## src/rtl/ex_mem_stage.sv

```systemverilog
// EX/MEM pipeline stage: latches execute results, resolves branches, runs the
// handshaked data-memory access and produces the registered MEM/WB result.
module ex_mem_stage #(
    parameter int         TIMEOUT      = 16,
    parameter logic [2:0] BRANCH_ITYPE = 3'd3,
    parameter logic [2:0] JUMP_ITYPE   = 3'd4
) (
    input  logic        clk_i,
    input  logic        reset_i,
    input  logic        in_valid_i,
    input  logic [63:0] alu_result_i,
    input  logic [63:0] store_data_i,
    input  logic [63:0] branch_target_i,
    input  logic        zero_i,
    input  logic        ltz_i,
    input  logic [2:0]  funct3_i,
    input  logic [2:0]  i_type_i,
    input  logic [4:0]  rd_i,
    input  logic        regwrite_i,
    input  logic        memread_i,
    input  logic        memwrite_i,
    input  logic        memtoreg_i,
    output logic        dmem_req_o,
    output logic        dmem_we_o,
    output logic [63:0] dmem_addr_o,
    output logic [63:0] dmem_wdata_o,
    output logic [7:0]  dmem_wstrb_o,
    input  logic        dmem_ready_i,
    input  logic [63:0] dmem_rdata_i,
    output logic        stall_o,
    output logic        branch_taken_o,
    output logic [63:0] branch_target_o,
    output logic [4:0]  fwd_rd_o,
    output logic        fwd_regwrite_o,
    output logic [63:0] fwd_data_o,
    output logic        wb_valid_o,
    output logic [4:0]  wb_rd_o,
    output logic        wb_regwrite_o,
    output logic [63:0] wb_data_o,
    output logic        misalign_o,
    output logic        bus_error_o
);

    localparam int CNT_W = $clog2(TIMEOUT + 1);

    typedef enum logic [1:0] {S_IDLE, S_ACCESS, S_DROP} state_t;

    function automatic logic is_aligned(input logic [2:0] lane, input logic [1:0] sz);
        case (sz)
            2'd0:    return 1'b1;
            2'd1:    return ~lane[0];
            2'd2:    return lane[1:0] == 2'b00;
            default: return lane == 3'b000;
        endcase
    endfunction

    function automatic logic [7:0] size_mask(input logic [1:0] sz);
        case (sz)
            2'd0:    return 8'h01;
            2'd1:    return 8'h03;
            2'd2:    return 8'h0F;
            default: return 8'hFF;
        endcase
    endfunction

    function automatic logic [63:0] load_extend(input logic [63:0] rdata,
                                                input logic [2:0]  lane,
                                                input logic [2:0]  f3);
        logic [63:0] sh;
        sh = rdata >> {lane, 3'b000};
        case (f3)
            3'b000:  return {{56{sh[7]}}, sh[7:0]};
            3'b001:  return {{48{sh[15]}}, sh[15:0]};
            3'b010:  return {{32{sh[31]}}, sh[31:0]};
            3'b100:  return {56'd0, sh[7:0]};
            3'b101:  return {48'd0, sh[15:0]};
            3'b110:  return {32'd0, sh[31:0]};
            default: return sh;
        endcase
    endfunction

    function automatic logic branch_cond(input logic [2:0] ityp, input logic [2:0] f3,
                                         input logic zero, input logic ltz);
        if (ityp == JUMP_ITYPE) return 1'b1;
        if (ityp != BRANCH_ITYPE) return 1'b0;
        case (f3)
            3'b000:         return zero;
            3'b001:         return ~zero;
            3'b100, 3'b110: return ltz;
            3'b101, 3'b111: return ~ltz;
            default:        return 1'b0;
        endcase
    endfunction

    logic             vld_p1, zero_p1, ltz_p1;
    logic             regwrite_p1, memread_p1, memwrite_p1, memtoreg_p1;
    logic [63:0]      alu_p1, sdata_p1, btgt_p1;
    logic [2:0]       f3_p1, ityp_p1;
    logic [4:0]       rd_p1;
    logic             vld_p2, regwrite_p2;
    logic [4:0]       rd_p2;
    logic [63:0]      data_p2;
    state_t           state;
    logic [CNT_W-1:0] wait_cnt;
    logic             bus_error_q;

    logic [2:0]  lane;
    logic        mem_op, aligned, retire;
    logic [63:0] load_data;

    assign lane      = alu_p1[2:0];
    assign mem_op    = vld_p1 & (memread_p1 | memwrite_p1);
    assign aligned   = is_aligned(lane, f3_p1[1:0]);
    assign load_data = load_extend(dmem_rdata_i, lane, f3_p1);

    // A timed-out access sits in M for one extra cycle in S_DROP with the request withdrawn.
    assign dmem_req_o   = mem_op & aligned & (state != S_DROP);
    assign stall_o      = dmem_req_o & ~dmem_ready_i;
    assign misalign_o   = mem_op & ~aligned;
    assign retire       = vld_p1 & ~stall_o & ~misalign_o & (state != S_DROP);
    assign dmem_we_o    = memwrite_p1;
    assign dmem_addr_o  = {alu_p1[63:3], 3'b000};
    assign dmem_wdata_o = sdata_p1 << {lane, 3'b000};
    assign dmem_wstrb_o = size_mask(f3_p1[1:0]) << lane;

    assign branch_taken_o  = vld_p1 & branch_cond(ityp_p1, f3_p1, zero_p1, ltz_p1);
    assign branch_target_o = btgt_p1;

    assign fwd_rd_o       = rd_p1;
    assign fwd_regwrite_o = vld_p1 & regwrite_p1 & ~memread_p1;
    assign fwd_data_o     = alu_p1;

    assign wb_valid_o    = vld_p2;
    assign wb_rd_o       = rd_p2;
    assign wb_regwrite_o = vld_p2 & regwrite_p2;
    assign wb_data_o     = data_p2;
    assign bus_error_o   = bus_error_q;

    // EX -> M boundary
    always_ff @(posedge clk_i) begin
        if (reset_i) begin
            vld_p1      <= 1'b0;
            alu_p1      <= '0;
            sdata_p1    <= '0;
            btgt_p1     <= '0;
            zero_p1     <= 1'b0;
            ltz_p1      <= 1'b0;
            f3_p1       <= '0;
            ityp_p1     <= '0;
            rd_p1       <= '0;
            regwrite_p1 <= 1'b0;
            memread_p1  <= 1'b0;
            memwrite_p1 <= 1'b0;
            memtoreg_p1 <= 1'b0;
        end else if (!stall_o) begin
            vld_p1      <= in_valid_i;
            alu_p1      <= alu_result_i;
            sdata_p1    <= store_data_i;
            btgt_p1     <= branch_target_i;
            zero_p1     <= zero_i;
            ltz_p1      <= ltz_i;
            f3_p1       <= funct3_i;
            ityp_p1     <= i_type_i;
            rd_p1       <= rd_i;
            regwrite_p1 <= regwrite_i;
            memread_p1  <= memread_i;
            memwrite_p1 <= memwrite_i;
            memtoreg_p1 <= memtoreg_i;
        end
    end

    // Memory access FSM with wait counter
    always_ff @(posedge clk_i) begin
        if (reset_i) begin
            state       <= S_IDLE;
            wait_cnt    <= '0;
            bus_error_q <= 1'b0;
        end else begin
            bus_error_q <= 1'b0;
            case (state)
                S_IDLE, S_ACCESS: begin
                    if (stall_o) begin
                        if (wait_cnt == CNT_W'(TIMEOUT - 1)) begin
                            state       <= S_DROP;
                            wait_cnt    <= '0;
                            bus_error_q <= 1'b1;
                        end else begin
                            state    <= S_ACCESS;
                            wait_cnt <= wait_cnt + CNT_W'(1);
                        end
                    end else begin
                        state    <= S_IDLE;
                        wait_cnt <= '0;
                    end
                end
                default: begin
                    state    <= S_IDLE;
                    wait_cnt <= '0;
                end
            endcase
        end
    end

    // M -> W boundary
    always_ff @(posedge clk_i) begin
        if (reset_i) begin
            vld_p2      <= 1'b0;
            rd_p2       <= '0;
            regwrite_p2 <= 1'b0;
            data_p2     <= '0;
        end else begin
            vld_p2 <= retire;
            if (retire) begin
                rd_p2       <= rd_p1;
                regwrite_p2 <= regwrite_p1;
                data_p2     <= memtoreg_p1 ? load_data : alu_p1;
            end
        end
    end

endmodule

```

## config.mk

```make
export PLATFORM = sky130hd
export DESIGN_NAME = ex_mem_stage
export DESIGN_NICKNAME = d
export VERILOG_FILES = /design/src/rtl/ex_mem_stage.sv
export SDC_FILE = /design/constraint.sdc
export NUM_CORES = 1
export LEC_CHECK = 0
export CORE_AREA = 2 2 242 244
export CTS_CLUSTER_SIZE = 12
export DETAILED_ROUTE_END_ITERATION = 10
export DIE_AREA = 0 0 244 246
export PLACE_DENSITY_LB_ADDON = 0.12
export SLEW_MARGIN = 20
export SYNTH_ARGS = -nofsm -noshare
export SYNTH_HDL_FRONTEND = slang
export SYNTH_SLANG_ARGS = --single-unit
```

## constraint.sdc

```tcl
create_clock -name clk_i -period 2.61 [get_ports clk_i]
set_input_delay 0.783 -clock clk_i [delete_from_list [all_inputs] [get_ports clk_i]]
set_output_delay 0.783 -clock clk_i [all_outputs]
set_load 0.005 [all_outputs]
```

==> key figures, run 1 <==
Logic synthesis
  • Average size of a mapped cell: 7.882 µm²
  • Async set-or-reset flop fraction in the synthesized netlist: 0%
  • Synth warn: 0
  • Post-synth cell types: 70
  • Post-synth design cell area: 15,100 µm²
  • Number of register bits inferred by synthesis: 288
  • Post-synth top flop: sky130_fd_sc_hd__dfxtp_1
  • Portion of the post-synthesis area used by sequential elements: 38.18%
  • Number of cells produced by synthesis: 1,916
  • Number of flops mapped to enable cells by yosys: 0

GRT
  • Number of antenna violations at the first check in global routing: 8
  • Via count of the first global-routing pass: 16,120
  • Total congestion overflow: 0
  • Total global-route track usage: 23.41%
  • Maximum number of pins on one net before global-route repair: 154
  • First-pass GRT wire length: 106,600 µm

Floorplan
  • Height of the die: 246 µm
  • Total number of placement rows: 88
  • Width of the chip: 244 µm
  • Die area: 60,020 µm²
  • Initial cell density of the core: 26.33%
  • Placeable core area: 57,370 µm²
  • Top-level I/O count: 624

Timing
  • Minimum hold slack: 448.6 ps
  • Unrepaired setup endpoints after global routing: true
  • Headroom to the max-slew limit: 32.64%
  • Post-route setup slack: -273.7 ps
  • Final worst clock skew: 14.45 ps
  • Final setup violation count: 69
  • Final-report hold violation count: 0
  • Tightest Pin Transition: 1010 ps
  • Number of pins with negative max-slew slack in the final report: 0
  • Post-route clock period utilization: 110.5%
  • Minimum clock period: 2884 ps
  • Highest clock frequency the design can meet: 346.8 MHz

Detailed routing
  • Post-route DRC violation count: 0
  • Final WL: 74,950 µm
  • Antenna viol nets, final: 0
  • Total length of routed met2 wires: 36,320 µm
  • Vias per cell: 4.915
  • Top layer in use: met5
  • Met1 layer wirelength in the final routing: 31,860 µm
  • DRC violation total after the first TritonRoute iteration: 1,081
  • Routed len/inst: 22.13 µm
  • Number of iterations in the first detailed-routing pass: 6
  • Routed vias: 16,650
  • Met3 WL post-DR: 4779 µm

Clock network
  • Maximum root-to-sink buffer count: 3
  • CTS root buffer: sky130_fd_sc_hd__clkbuf_16
  • TritonCTS Buffers: 38
  • Sinks on Clock Net: 288
  • Worst-skew pair later-pin latency: 550 ps
  • CTS H-tree lvls: 2
  • Hold-fix buffer count after cts: 0
  • TritonCTS clock tree: done
  • Clock transition time at the flip-flop clock pins of the worst setup and hold paths: 50 ps

Power and ir drop
  • NetSw: 0.003850 W
  • Pwr Density: 527.1 nW/µm²
  • Reported leakage power: 10.12 nW
  • Comb pwr share: 25.1%
  • Fraction of power spent switching nets: 28.33%
  • Cell internal pwr: 0.009741 W
  • Relative contribution of sequential cells to total power: 36.1%
  • Part of the power in the clock network: 38.8%
  • Total power: 0.01359 W
  • Maximum VDD drop: 395.9 µV

Place
  • Routability cong.: 0.8910
  • Sum of net half-perimeters after detailed placement: 52,250 µm
  • I/O Buffers: 620

Layout
  • Most frequent cells in the layout: sky130_fd_sc_hd__clkdlybuf4s50_1 (540), sky130_fd_sc_hd__nand2_1 (515), sky130_fd_sc_hd__dfxtp_1 (283)
  • Most common cell after layout, fill and taps aside: sky130_fd_sc_hd__clkdlybuf4s50_1
  • Ratio of cells with drive above 1 in the final layout: 23.27%
  • Number of nets in the layout: 2,869
  • Fill cell count: 5,577
  • Relative area change from synthesis to final layout: 70.73%

Setup path
  • Reg2Reg Setup Slack: 40 ps
  • Startpoint Class: register
  • Critical path arrival: 2100 ps
  • Critical path class: reg -> out
  • Critical path required time: 1830 ps
  • Endpoint class of the critical path: output pin
  • Maximum net fanout on the critical path: 4

Run
  • Max-cap violation count: 0

Status
  • Violations in the final reports: negative setup slack
  • Outcome: complete, but fails checks

Min path
  • Hold Path Class: reg -> reg
power by group through the flow:
| stage | clock network, W | logic [W] | registers, W |
|---|---|---|---|
| floorplan | 0 | 0.00120 | 0.00492 |
| global placement | 0 | 0.00287 | 0.00497 |
| detailed placement | 0 | 0.00288 | 0.00498 |
| CTS | 0.00545 | 0.00327 | 0.00490 |
| global route | 0.00560 | 0.00362 | 0.00494 |
| finish | 0.00528 | 0.00340 | 0.00491 |
synth_stat cells, drive strengths merged (7+ instances only):
library cell | n | share of area, %
mux2 | 26 | 2.0
and2 | 10 | 0.41
o2bb2ai | 8 | 0.46
inv | 16 | 0.40
and3 | 10 | 0.45
nand4 | 7 | 0.29
a21oi | 259 | 8.6
mux2i | 116 | 7.7
nand2 | 520 | 13
nand4b | 9 | 0.52
a221oi | 8 | 0.80
a211oi | 16 | 0.80
a22oi | 10 | 0.50
and4 | 8 | 0.46
o21ai | 80 | 2.7
nor2 | 83 | 2.1
nand3 | 24 | 0.80
nand3b | 7 | 0.35
o311ai | 16 | 1.0
clkbuf | 94 | 2.3
o22ai | 33 | 1.4
dfxtp | 288 | 38
mux4 | 22 | 3.3
o21a | 10 | 0.50
nor2b | 20 | 0.83
buf | 139 | 6.2
a22o | 11 | 0.64
sequential cells by signal (all words and copies together) (netlist names):
signal           count
branch_target_o     64
vld_p1               1
wb_data_o           64
memtoreg_p1          1
ltz_p1               1
wb_rd_o              5
state                2
wait_cnt             5
regwrite_p2          1
sdata_p1            64
wb_valid_o           1
fwd_data_o          64
zero_p1              1
regwrite_p1          1
memread_p1           1
ityp_p1              3
f3_p1                3
dmem_we_o            1
fwd_rd_o             5
metrics by stage:
| step | instance area, µm² | setup slack, ps | TNS, ps | util [%] | std cells |
|---|---|---|---|---|---|
| 2_1_floorplan | 15140 | 9.161 | 0 | - | 1918 |
| 3_3_place_gp | 22270 | -628.2 | -110240 | 38.81 | 3201 |
| 3_5_place_dp | 22270 | -624.1 | -112900 | 38.81 | 3201 |
| 4_1_cts | 25160 | -324.5 | -11020 | 43.87 | 3361 |
| 5_1_grt | 25780 | -329.9 | -13480 | 44.95 | 3387 |
| 6_report | 25780 | -273.7 | -7844 | 44.95 | 3387 |
routing by layer:
layer | GRT usage [%] | up-vias
met5 | 0 | -
met4 | 6.636 | 4
met3 | 4.989 | 111
met2 | 39.86 | 592
met1 | 29.76 | 8024
li1 | - | 7916
timing repair:
item	CTS	global route
endpoints found under the setup margin	228	156
resized for setup	580	133
setup buffers	77	29
hold endpoints to repair	0	0
pin swaps	61	59
cloned	16	2
cell families after synthesis:
| logic type | count (synthesis) | synth area share, % |
|---|---|---|
| fa+ha+maj | 2 | 0.1657 |
| buf+inv | 249 | 8.915 |
| other cells | 1 | 0.02483 |
| simple gates | 724 | 20.28 |
| mux | 164 | 12.93 |
| flops | 288 | 38.18 |
| xor+xnor | 4 | 0.2320 |
| compound gates | 484 | 19.27 |
area by class of cell:
type                       instances  area [µm²]  area share (%)
inverter                          16       65.06          0.2523
clock buffer                      55        1126           4.367
antenna                            5       12.51         0.04853
tap                              765       957.2           3.712
clock inverter                    12       121.4          0.4707
multi-input combinational       1382        8962           34.76
sequential                       288        5782           22.42
timing repair buffer             864        8757           33.96
worst max-delay path, stage by stage, from the launching register on:
cell and delay (ps):
sky130_fd_sc_hd__dfxtp_4 360, sky130_fd_sc_hd__buf_6 110, sky130_fd_sc_hd__a21o_1 170, sky130_fd_sc_hd__a22o_4 250, sky130_fd_sc_hd__or4_4 470, sky130_fd_sc_hd__inv_6 100, sky130_fd_sc_hd__buf_6 90
final timing paths:
kind,start,end,depth (start not counted)
setup / recovery,fwd_data_o[1],stall_o,6
hold / removal,wb_data_o[30],wb_data_o[30],2
setup reg to reg,fwd_data_o[1],sdata_p1[41],9
hold reg to reg,wb_data_o[30],wb_data_o[30],2
(Power assumes the default switching activity.)
==> inputs of run 2 (changes only) <==
- MAX_ROUTING_LAYER: default -> met4
==> key figures, run 2 (synthesis results as in run 1) <==
Setup path
  • Reg2Reg Setup Slack: -80 ps
  • Largest stage delay on the critical path: 460 ps
  • Startpoint Class: register
  • Critical path class: reg -> out
  • Maximum net fanout on the critical path: 3
  • Critical Path, Cell by Cell: buf_6, a21o_1, a22o_4, or4_4, clkinv_4, buf_6
  • Capturing point of the worst reg2reg path: wb_data_o[45]
  • Critical path required time: 1830 ps
  • Register-to-Register Path Depth: 12
  • Most frequent CP cell: sky130_fd_sc_hd__buf_6
  • Startpoint of the worst-slack reg-to-reg timing path: fwd_data_o[1]
  • Top delay family on crit path: simple AND/OR/NAND/NOR gates
  • Crit path max-delay cell type: sky130_fd_sc_hd__or4_4
  • Endpoint class of the critical path: output pin
  • Critical path arrival: 2090 ps
  • Worst Path Buf+Inv: 3

Layout
  • Number of nets in the layout: 2,879
  • Ratio of cells with drive above 1 in the final layout: 23.82%
  • Relative area change from synthesis to final layout: 72.64%
  • Fill cell count: 5,602
  • Share of the core filled with cells in the final layout: 45.45%
  • Most common cell after layout, fill and taps aside: sky130_fd_sc_hd__clkdlybuf4s50_1
  • Most frequent cells in the layout: sky130_fd_sc_hd__clkdlybuf4s50_1 (540), sky130_fd_sc_hd__nand2_1 (515), sky130_fd_sc_hd__dfxtp_1 (283)

Timing
  • Final worst clock skew: 23.56 ps
  • Minimum clock period: 2871 ps
  • Highest clock frequency the design can meet: 348.3 MHz
  • Final-report hold violation count: 0
  • Headroom to the max-slew limit: 33.30%
  • Post-route clock period utilization: 110.0%
  • Setup Total Neg Slack: -7197 ps
  • Final setup violation count: 87
  • Tightest Pin Transition: 1000 ps
  • Post-route setup slack: -260.7 ps
  • Unrepaired setup endpoints after global routing: true
  • Number of pins with negative max-slew slack in the final report: 0
  • Minimum hold slack: 445.9 ps

Detailed routing
  • Vias per cell: 4.955
  • Met3 WL post-DR: 4862 µm
  • Number of iterations in the first detailed-routing pass: 5
  • Routed len/inst: 22.11 µm
  • DRC violation total after the first TritonRoute iteration: 971
  • Met1 layer wirelength in the final routing: 31,990 µm
  • Final WL: 75,240 µm
  • Routed vias: 16,860
  • Post-route DRC violation count: 0
  • Total length of routed met2 wires: 36,060 µm
  • Antenna viol nets, final: 0
  • Top layer in use: met4

Clock network
  • Hold-fix buffer count after cts: 0
  • CTS root buffer: sky130_fd_sc_hd__clkbuf_16
  • TritonCTS clock tree: done
  • TritonCTS Buffers: 38
  • Worst-skew pair later-pin latency: 560 ps
  • Sinks on Clock Net: 288
  • Clock transition time at the flip-flop clock pins of the worst setup and hold paths: 60 ps
  • CTS H-tree lvls: 2
  • Maximum root-to-sink buffer count: 3

GRT
  • First-pass GRT wire length: 107,100 µm
  • Total global-route track usage: 24.27%
  • Total congestion overflow: 0
  • Number of antenna violations at the first check in global routing: 12
  • Maximum number of pins on one net before global-route repair: 187
  • Via count of the first global-routing pass: 16,280

Min path
  • HP Start: branch_target_o[59]
  • Hold Path Class: reg -> reg
  • Hold Path Cell Cnt: 2
  • Destination of the worst hold path: branch_target_o[59]

Place
  • Sum of net half-perimeters after detailed placement: 51,910 µm
  • I/O Buffers: 620
  • Routability cong.: 0.9191
  • Setup slack after placement: -684.7 ps

Floorplan
  • Die area: 60,020 µm²
  • Placeable core area: 57,370 µm²
  • Height of the die: 246 µm
  • Total number of placement rows: 88
  • Initial cell density of the core: 26.33%
  • Width of the chip: 244 µm
  • Top-level I/O count: 624

Status
  • Outcome: complete, but fails checks
  • Violations in the final reports: negative setup slack

Power and ir drop
  • Total power: 0.01388 W
  • Maximum VDD drop: 348.3 µV
  • Pwr Density: 532.2 nW/µm²
  • Reported leakage power: 10.29 nW

Run
  • Max-cap violation count: 0
[run 2: worst max path at each step]
stage | end | from | cells past startpoint
2_1_floorplan | dmem_wdata_o[57] | fwd_data_o[0] | 8
3_3_place_gp | stall_o | dmem_ready_i | 4
3_5_place_dp | stall_o | dmem_ready_i | 4
4_1_cts | stall_o | f3_p1[0] | 6
5_1_grt | stall_o | f3_p1[0] | 6
6_report | stall_o | f3_p1[0] | 6
[run 2: metal layers]
metal	track usage, %	vias to the layer above
met5	-	-
met4	7.514	0
met3	4.630	128
met2	39.42	644
met1	30.49	8132
li1	-	7957
[run 2: repair_timing]
action                                  4_1_cts  5_1_grt
setup buffers                                82       33
gates resized for setup                     567      174
cloned                                       15        6
pin swaps                                    63       84
endpoints found under the setup margin      294      200
hold endpoints to repair                      0        0
[run 2: cell type report]
| type | instances | area [µm²] | area share (%) |
|---|---|---|---|
| Antenna cell | 10 | 25.02 | 0.09598 |
| Clock buffer | 56 | 1140 | 4.372 |
| Clock inverter | 12 | 175.2 | 0.6718 |
| Inverter | 16 | 65.06 | 0.2495 |
| Multi-Input combinational cell | 1382 | 9096 | 34.89 |
| Sequential cell | 288 | 5782 | 22.18 |
| Tap cell | 765 | 957.2 | 3.671 |
| Timing Repair Buffer | 874 | 8832 | 33.88 |
[run 2: worst min-delay path: stages (launching register included)]
cell and delay (ps):
sky130_fd_sc_hd__dfxtp_1 300, sky130_fd_sc_hd__nand2_1 50, sky130_fd_sc_hd__a21oi_1 50
[run 2: power breakdown]
group | switching, W | internal, W | total (W) | leakage, nW
Clock | 0.00211 | 0.00342 | 0.00554 | 0.647
Sequential | 0.000253 | 0.00465 | 0.00491 | 2.39
Combinational | 0.00152 | 0.00191 | 0.00343 | 7.26
[run 2: stage by stage]
step                      instance area [µm²]  std cells
after floorplan                         15140       1918
after global placement                  22240       3204
after detailed placement                22240       3204
after CTS                               25260       3368
after global routing                    26070       3402
final                                   26070       3403
